$ cat config.mk
export PLATFORM = sky130hd
export DESIGN_NAME = seg7_scan_driver
export DESIGN_NICKNAME = d
export VERILOG_FILES = /design/src/rtl/seg7_scan_driver.sv
export SDC_FILE = /design/constraint.sdc
export NUM_CORES = 1
export LEC_CHECK = 0
export ABC_CLOCK_PERIOD_IN_PS = 2100
export CELL_PAD_IN_SITES_DETAIL_PLACEMENT = 2
export CELL_PAD_IN_SITES_GLOBAL_PLACEMENT = 2
export CORE_MARGIN = 3
export CORE_UTILIZATION = 33
export CTS_BUF_LIST = sky130_fd_sc_hd__clkbuf_4 sky130_fd_sc_hd__clkbuf_8
export DETAILED_ROUTE_END_ITERATION = 8
export HOLD_SLACK_MARGIN = 0.08
export PLACE_DENSITY_LB_ADDON = 0.2
export SLEW_MARGIN = 20
export SYNTH_ARGS = -nofsm -noshare
export SYNTH_HDL_FRONTEND = slang
export SYNTH_SLANG_ARGS = --single-unit
$ cat constraint.sdc
create_clock -name GlobalClock -period 2.1 [get_ports GlobalClock]
set_input_delay 0.63 -clock GlobalClock [delete_from_list [all_inputs] [get_ports GlobalClock]]
set_output_delay 0.63 -clock GlobalClock [all_outputs]
set_load 0.02 [all_outputs]
$ cat src/rtl/seg7_scan_driver.sv
// seg7_scan_driver
// Time-multiplexed driver for an 8-digit common-anode seven-segment display.
// A 32-bit word and an 8-bit decimal-point mask are captured into shadow
// registers on Load; the scan walks digits 0..7, one slot of ScanDiv cycles
// each, with the first BlankTicks cycles of every slot dark to avoid ghosting.
// All outputs are registered (one cycle behind the scan state).
//
// Optional feature: define SEG7_LEADING_ZERO_BLANK_EN to suppress leading
// zero digits (digit k >= 1 is dark when nibbles 7..k are zero and its
// decimal point is off). Scan timing is identical with or without it.
module seg7_scan_driver #(
    parameter int ScanDiv    = 100000,
    parameter int BlankTicks = 16,
    parameter int NrOfBits   = 32
) (
    input  logic        GlobalClock,
    input  logic        RST,
    input  logic [31:0] Value,
    input  logic        Load,
    input  logic [7:0]  DpMask,
    output logic [7:0]  NA,
    output logic [7:0]  SEG,
    output logic [2:0]  Digit
);

    localparam logic [NrOfBits-1:0] CntLast  = NrOfBits'(ScanDiv - 1);
    localparam logic [NrOfBits-1:0] CntBlank = NrOfBits'(BlankTicks);

    // Scan state
    logic [NrOfBits-1:0] cnt_q, cnt_d;
    logic [2:0]          idx_q, idx_d;

    // Shadow copy of the display data; the scan reads only these
    logic [31:0]         shv_q, shv_d;
    logic [7:0]          shdp_q, shdp_d;

    // Registered outputs
    logic [7:0]          na_q, na_d;
    logic [7:0]          seg_q, seg_d;
    logic [2:0]          digit_q, digit_d;

    // Per-digit suppression flags (all zero unless leading-zero blanking is built in)
    logic [7:0]          lz_vec;

    // Active-low hex decoder, gfedcba order
    function automatic logic [6:0] hex7(input logic [3:0] nib);
        logic [6:0] s;
        case (nib)
            4'h0: s = 7'h40;
            4'h1: s = 7'h79;
            4'h2: s = 7'h24;
            4'h3: s = 7'h30;
            4'h4: s = 7'h19;
            4'h5: s = 7'h12;
            4'h6: s = 7'h02;
            4'h7: s = 7'h78;
            4'h8: s = 7'h00;
            4'h9: s = 7'h10;
            4'hA: s = 7'h08;
            4'hB: s = 7'h03;
            4'hC: s = 7'h46;
            4'hD: s = 7'h21;
            4'hE: s = 7'h06;
            default: s = 7'h0E;
        endcase
        return s;
    endfunction

`ifdef SEG7_LEADING_ZERO_BLANK_EN
    // A digit is a leading zero when it and every more-significant nibble are
    // zero and it carries no decimal point; the rightmost digit always shows.
    genvar gi;
    generate
        for (gi = 0; gi < 8; gi++) begin : g_lz
            if (gi == 0) begin : g_first
                assign lz_vec[gi] = 1'b0;
            end else begin : g_rest
                assign lz_vec[gi] = (shv_q[31:4*gi] == '0) && !shdp_q[gi];
            end
        end
    endgenerate
`else
    assign lz_vec = '0;
`endif

    // Next-state for prescaler, digit index, shadow registers and outputs
    always_comb begin
        logic [3:0] nib;

        cnt_d   = cnt_q;
        idx_d   = idx_q;
        shv_d   = shv_q;
        shdp_d  = shdp_q;
        na_d    = 8'hFF;
        seg_d   = 8'hFF;
        digit_d = idx_q;
        nib     = shv_q[{idx_q, 2'b00} +: 4];

        if (cnt_q == CntLast) begin
            cnt_d = '0;
            idx_d = idx_q + 3'd1;
        end else begin
            cnt_d = cnt_q + 1'b1;
        end

        if (Load) begin
            shv_d  = Value;
            shdp_d = DpMask;
        end

        // Outside the dark head of the slot, light the selected digit
        if (!(cnt_q < CntBlank) && !lz_vec[idx_q]) begin
            na_d  = ~(8'b0000_0001 << idx_q);
            seg_d = {~shdp_q[idx_q], hex7(nib)};
        end
    end

    // State and output registers; reset dominates a simultaneous Load
    always_ff @(posedge GlobalClock) begin
        if (RST) begin
            cnt_q   <= '0;
            idx_q   <= '0;
            shv_q   <= '0;
            shdp_q  <= '0;
            na_q    <= 8'hFF;
            seg_q   <= 8'hFF;
            digit_q <= '0;
        end else begin
            cnt_q   <= cnt_d;
            idx_q   <= idx_d;
            shv_q   <= shv_d;
            shdp_q  <= shdp_d;
            na_q    <= na_d;
            seg_q   <= seg_d;
            digit_q <= digit_d;
        end
    end

    assign NA    = na_q;
    assign SEG   = seg_q;
    assign Digit = digit_q;

endmodule

==> summary.txt, run 1 <==
Setup path
  • Crit path max fanout: 8
  • CP top delay family: multiplexers
  • Required @ worst endpoint: 2.36 ns
  • CP Cell Sequence: mux4_2 > mux2_4 > inv_4 > ha_4 > inv_2 > mux2_4 > mux2i_4 > nand2_1
  • Critical path buffers and inverters: 2
  • Critical path launch point type: register
  • Data arrival, critical path: 2.37 ns
  • Kind of critical path: register to register
  • Largest stage delay on the critical path: 0.51 ns
  • Slowest stage cell on the critical path: mux4_2
  • CP most frequent cell: mux2_4
  • CP endpoint kind: register

Route
  • Initial DRC count: 127
  • Via/cell ratio: 4.84
  • DRC: 0
  • Iteration count of the initial detailed-routing pass: 4
  • Post-route ant nets: 0
  • Drt total wl: 11300 um
  • Via count: 3260
  • Mean routed wirelength per cell: 16.8 um

Finish
  • Multi-input logic area: 0.00238 mm^2
  • Post-Layout Cell Count: 674
  • NumNets Final: 553
  • Layout cell share with drive strength beyond 1: 23.3%
  • Number of diodes: 0
  • Area growth, synth to finish: 26.4%
  • Fill count: 1372
  • End-of-flow core utilization: 43.5%
  • Storage element area: 0.00189 mm^2

Power and ir drop
  • Switch share: 25.6%
  • Net Switching: 857 uW
  • VDD IR max: 0.225 mV
  • Clock network power share: 34.1%
  • Gate power share: 10.4%
  • PwrDens: 599 mW/mm^2
  • P_int: 2500 uW
  • Leakage: 0.00212 uW
  • Flop pwr share: 55.6%

GRT
  • Tot GR Track Use: 16.1%
  • Vias in the first global route: 3589
  • Initial antenna violation count: 0
  • Global-route wire length before repair: 18700 um
  • Largest net degree at the start of global routing: 48
  • GRT overflow: 0

Logic synthesis
  • Cell Area, Synth: 0.00443 mm^2
  • #FFs+latches synth: 94
  • Library cells used by synthesis: 46
  • Post-synth top area share: 42.5%
  • Mean post-synth cell area: 10.7 um^2
  • Largest cells by area after synthesis: dfxtp_1 (42%), mux2i_1 (10%), nor2_4 (7.1%)
  • Mapped Cells: 415
  • YS warnings: 0
  • Post-synthesis sequential area ratio: 42.5%
  • Area leader, netlist: dfxtp_1
  • Net Count, Synth: 471

Run
  • MaxCap Viol Count: 0

Clock network
  • Cts hold-fix bufs: 0
  • Sinks on Clock Net: 94
  • Clock Path Buffers: 2
  • H-tree depth: 3
  • Reg clk slew, reported paths: 0.09 ns
  • Clk root buf: clkbuf_8
  • CTS tree: yes
  • Worst-skew pair later-pin latency: 0.37 ns
  • Number of buffers created by CTS: 9

Timing
  • Worst Setup Slack, final: -0.00708 ns
  • Min Tclk post-route: 2.11 ns
  • Endpoints failing hold: 0
  • Fmax: 475 MHz
  • Count of pins over their slew limit: 0
  • Clock skew: 0.00610 ns
  • Slew headroom: 67.4%
  • Period utilisation layout: 100%
  • RSZ-0062 raised after global routing: true
  • # setup viols final: 1
  • Worst-margin pin slew: 0.488 ns

Outcome
  • Violated checks: setup timing
  • Status: complete, but fails checks

Floorplanning
  • Row count: 41
  • Die Width: 122 um
  • Die Span Y: 122 um
  • Starting Density: 34.4%
  • I/O Pins: 62
  • Core ar.: 0.0129 mm^2
  • Die Area: 0.0148 mm^2

Place
  • GPL Wtd Cong: 0.733
  • Detailed Place HPWL: 8320 um
  • I/O Buffers: 61
  • Cells after DPL: 652
  • Dpl ws: -0.0880 ns

Hold path
  • Hold Crit Class: register to register
-- power by group through the flow --
stage / registers [uW] / clock network [uW] / logic, uW
2_1_floorplan: 1890 / 0 / 206
3_3_place_gp: 1900 / 0 / 323
3_5_place_dp: 1910 / 0 / 334
4_1_cts: 1860 / 1200 / 349
5_1_grt: 1870 / 1260 / 382
6_report: 1860 / 1140 / 348
-- cell usage after synthesis (all sizes together) --
cell type / n
dfxtp: 94
nor2: 86
mux2i: 47
nand2: 25
xnor2: 24
buf: 16
nand3: 14
ha: 13
inv: 12
mux4: 10
nor4: 10
nor3: 9
clkbuf: 8
and4: 7
xor2: 7
nand4: 6
o221ai: 4
and2: 3
mux2: 3
or4: 3
a21oi: 2
and3: 2
nand2b: 2
or2: 2
a211oi: 1
a31oi: 1
nor3b: 1
o211ai: 1
o21ai: 1
o22ai: 1
-- layout by cell type (no fill, tap or decap), drive strengths merged --
cell type and n:
dfxtp 94, nor2 86, clkdlybuf4s50 59, mux2i 47, buf 36, nand2 25, xnor2 24, nand3 14
ha 13, inv 13, clkbuf 11, mux4 10, nor4 10, nor3 9, xor2 7, and4 7
nand4 6, o221ai 4, and2 3, mux2 3, or4 3, nand2b 2, a21oi 2, and3 2
clkinv 2, clkinvlp 2, or2 2, a31oi 1, o211ai 1, o22ai 1, o21ai 1, nor3b 1
a211oi 1
-- state kept, by name (all words and copies together), names as in the netlist --
signal   count
Digit        3
NA           8
SEG          8
cnt_q       32
digit_d      3
shdp_q       8
shv_q       32
-- area by class of cell --
type	count	share of cell area [%]
clock buffers	11	2.59
clock inverters	5	0.604
flip-flops and latches	94	33.7
repair buffers	95	16.0
multi-input cells	285	42.5
well taps	172	3.85
inverters	12	0.850
-- cells by family (layout without fill, tap and decap cells) --
group / Yosys count / in the layout / share of synthesized area, %
AND/OR/NAND/NOR: 170 / 170 / 23.8
AO/OA/AOI/OAI: 11 / 11 / 1.75
multiplexers: 60 / 60 / 16.8
adder cells (fa/ha/maj): 13 / 13 / 3.67
XOR/XNOR: 31 / 31 / 6.13
buffers and inverters: 36 / 123 / 5.26
flip-flops: 94 / 94 / 42.5
-- per-layer routing --
metal	global-route usage [%]	vias to the layer above	part of all wire, %
met1	19.2	1622	43
met5	0	-	0
met4	5.53	0	1.3
met3	2.83	11	3.2
li1	-	1580	-
met2	29.1	47	53
-- final timing paths --
kind / start / endpoint / slack [ns] / depth (start not counted)
setup / recovery: digit_d[0] / SEG[3] / -0.007 / 8
hold / removal: cnt_q[0] / cnt_q[0] / 0.48 / 1
setup reg to reg: digit_d[0] / SEG[3] / -0.007 / 8
hold reg to reg: cnt_q[0] / cnt_q[0] / 0.48 / 1
-- timing repair --
action | 4_1_cts | 5_1_grt
endpoints found under the setup margin | 1 | 8
resized for setup | 5 | 2
pin swaps | 1 | 1
setup buffers | 3 | 3
-- per-stage QoR --
stage | hold WS [ns] | area [um^2] | TNS [ns] | total power [uW]
after global placement | 0.456 | 5350 | 0 | 2230
after CTS | 0.489 | 5560 | -0.0407 | 3410
after floorplan | 0.439 | 4470 | 0 | 2100
final | 0.481 | 5600 | -0.00708 | 3350
after global routing | 0.521 | 5600 | -0.242 | 3520
after detailed placement | 0.464 | 5350 | -0.0880 | 2240
Power figures use the tool's default switching activity.
==> inputs of run 2 (changes only) <==
- CTS_CLUSTER_SIZE: not set -> 10
==> results of run 2 <==
No change in the layout: final DEF, timing and power equal those of run 1.
==> inputs of run 3 (changes only) <==
- ABC_CLOCK_PERIOD_IN_PS: 2100 -> 1800
- clock period: 2.1 -> 1.8 ns (I/O delays scaled with it)
==> run 3 against run 2 <==
Net effect: the flow still finishes with violations (setup timing); critical path depth stayed put; design area is 12% higher; sequential cell count stayed put; final cell count is 6.8% higher; maximum frequency is 7.0% lower; clock-buffer cell count stayed put; worst hold slack worse by 0.0093 ns; non-clock buffer count is 46 higher; critical path type unchanged; first-iteration DRC count is 34% higher; largest cell class unchanged; core utilization is 5.4 points higher; global-route usage is 3.6 points higher; sequential power is 17% higher.
==> summary.txt, run 3 (synthesis gave the netlist of run 1 again) <==
Timing
  • Count of pins over their slew limit: 0 (unchanged)
  • Fmax: 441 MHz (-7.0%)
  • Period utilisation layout: 126% (+26 points)
  • Worst Setup Slack, final: -0.466 ns (-0.459 ns)
  • Min Tclk post-route: 2.27 ns (+0.159 ns)
  • Clock skew: 0.0180 ns (+0.0119 ns)
  • Worst-margin pin slew: 0.527 ns (+0.0390 ns)
  • # setup viols final: 37 (+36)
  • RSZ-0062 raised after global routing: true
  • Slew headroom: 64.9% (-2.5 points)
  • Fin Hold WS: 0.472 ns (-0.00926 ns)
  • Endpoints failing hold: 0 (unchanged)

GRT
  • Largest net degree at the start of global routing: 47 (-2.1%)
  • Initial antenna violation count: 0 (unchanged)
  • GRT overflow: 0 (unchanged)
  • Vias in the first global route: 3958 (+10%)
  • Tot GR Track Use: 19.7% (+3.6 points)
  • Routing usage on met2: 34.7% (+5.6 points)
  • Met3 GRT Util: 3.85% (+1.0 points)
  • Met1 usage: 24.1% (+4.9 points)
  • Global-route wire length before repair: 22400 um (+20%)
  • Top Usage Layer GRT: met2

Route
  • Mean routed wirelength per cell: 21.8 um (+30%)
  • Post-route ant nets: 0 (unchanged)
  • Initial DRC count: 170 (+34%)
  • Iteration count of the initial detailed-routing pass: 4 (unchanged)
  • Via count: 3536 (+8.5%)
  • Drt total wl: 15700 um (+39%)
  • Via/cell ratio: 4.91 (+1.5%)
  • DRC: 0 (unchanged)

Place
  • GPL Wtd Cong: 0.844 (+15%)
  • Detailed Place HPWL: 9270 um (+11%)
  • Cells after DPL: 692 (+6.1%)
  • I/O Buffers: 61 (unchanged)
  • DP Area: 0.00567 mm^2 (+6.1%)

Finish
  • Fill count: 1281 (-6.6%)
  • Commonest non-fill, non-tap cells in the layout: dfxtp_1 (81), buf_4 (67), nor2_1 (52)
  • Area growth, synth to finish: 42.2%
  • Number of diodes: 0 (unchanged)
  • Post-route cell area: 0.00630 mm^2 (+12%)
  • Post-Layout Cell Count: 720 (+6.8%)
  • Layout cell share with drive strength beyond 1: 37.6% (+14 points)
  • Storage element area: 0.00191 mm^2 (+1.3%)
  • Multi-input logic area: 0.00260 mm^2 (+9.5%)
  • NumNets Final: 599 (+8.3%)
  • Most common cell after layout, fill and taps aside: dfxtp_1
  • Top Registers: cnt_q: 32 flops, shv_q: 32 flops

Setup path
  • CP startpoint: digit_d[0]
  • CP Cell Sequence: mux4_2 > mux2_4 > inv_4 > ha_4 > inv_2 > mux2_4 > mux2i_1 > nand2_1
  • Reg-to-reg critical path startpoint: digit_d[0]
  • Kind of critical path: register to register
  • Worst R2R Path Depth: 8 (unchanged)
  • CP top delay family: multiplexers
  • Data arrival, critical path: 2.54 ns (+0.17 ns)
  • Flop2flop setup slack: -0.47 ns (-0.46 ns)
  • Required @ worst endpoint: 2.08 ns (-0.28 ns)
  • CP endpoint kind: register
  • Crit. path cell count: 8 (unchanged)
  • Critical path launch point type: register
  • Largest stage delay on the critical path: 0.53 ns (+0.02 ns)
  • Crit path max fanout: 8 (unchanged)
  • Slowest stage cell on the critical path: mux4_2
  • Critical path buffers and inverters: 2 (unchanged)
  • CP most frequent cell: mux2_4

Hold path
  • Hold Crit Class: primary input to register
  • Hold_sp: RST
  • Hold path cells: 3 (+2)

Power and ir drop
  • VDD IR max: 0.301 mV (+34%)
  • Leakage: 0.00247 uW (+17%)
  • PwrDens: 686 mW/mm^2 (+15%)

Floorplanning
  • Core ar.: 0.0129 mm^2 (unchanged)
  • Die Area: 0.0148 mm^2 (unchanged)
  • Die Width: 122 um (unchanged)
  • I/O Pins: 62 (unchanged)
  • Row count: 41 (unchanged)
  • Starting Density: 34.4% (unchanged)
  • Die Span Y: 122 um (unchanged)

Clock network
  • Worst-skew pair later-pin latency: 0.39 ns (+0.02 ns)
  • Number of buffers created by CTS: 9 (unchanged)
  • Clock Path Buffers: 2 (unchanged)
  • H-tree depth: 3 (unchanged)
  • Sinks on Clock Net: 94 (unchanged)
  • CTS tree: yes
  • Clk root buf: clkbuf_8
  • Reg clk slew, reported paths: 0.10 ns (about the same)

Run
  • MaxCap Viol Count: 0 (unchanged)

Outcome
  • Status: complete, but fails checks
  • Violated checks: setup timing
run 3: changes by cell type in the layout (fill, tap and decap cells not counted), sizes merged:
cell	delta
buf	+46
bufinv	+2
clkdlybuf4s50	-19
clkinvlp	-1
dlygate4sd2	+19
inv	-1
run 3: worst paths after layout:
| check | endpoint |
|---|---|
| setup / recovery | SEG[3] |
| hold / removal | SEG[7] |
| setup reg to reg | SEG[3] |
| hold reg to reg | shdp_q[1] |
run 3: worst register-to-register path, stage by stage (launching register included):
cell and delay [ns]:
dfxtp_4 0.47, mux4_2 0.53, mux2_4 0.34, inv_4 0.09
ha_4 0.13, inv_2 0.05, mux2_4 0.26, mux2i_1 0.19
nand2_1 0.10
run 3: what timing repair did:
| item | 4_1_cts | 5_1_grt |
|---|---|---|
| hold buffers | 0 | 0 |
| gates cloned | 3 | 0 |
| setup buffers | 8 | 7 |
| gates resized for setup | 51 | 44 |
| pin swaps | 10 | 14 |
| hold endpoints to repair | 0 | 0 |
| setup endpoints to repair | 68 | 50 |
run 3: stage by stage:
| stage | setup WS [ns] | total power [uW] | TNS, ns | util [%] |
|---|---|---|---|---|
| CTS | -0.337 | 4330 | -4.67 | 47.8 |
| detailed placement | -0.325 | 2640 | -3.80 | 44.1 |
| finish | -0.466 | 4320 | -3.18 | 48.9 |
| floorplan | -0.289 | 2450 | -0.716 | - |
| global route | -0.622 | 4480 | -5.61 | 48.9 |
| global placement | -0.224 | 2620 | -1.96 | 44.1 |
run 3: area by class of cell:
cell class / instances / area share, %
clock inverters: 5 / 1.29
multi-input cells: 285 / 41.3
well taps: 172 / 3.42
flip-flops and latches: 94 / 30.3
inverters: 12 / 0.755
repair buffers: 141 / 20.4
clock buffers: 11 / 2.40
run 3: routing by layer:
layer	wire, um	up-vias
met5	0	-
met4	320	0
met3	474	27
met2	8230	63
met1	6660	1774
li1	-	1672
run 3: report_power, final:
| part | switching [uW] | internal [uW] |
|---|---|---|
| combinational | 219 | 255 |
| clock | 818 | 859 |
| sequential | 39.1 | 2130 |
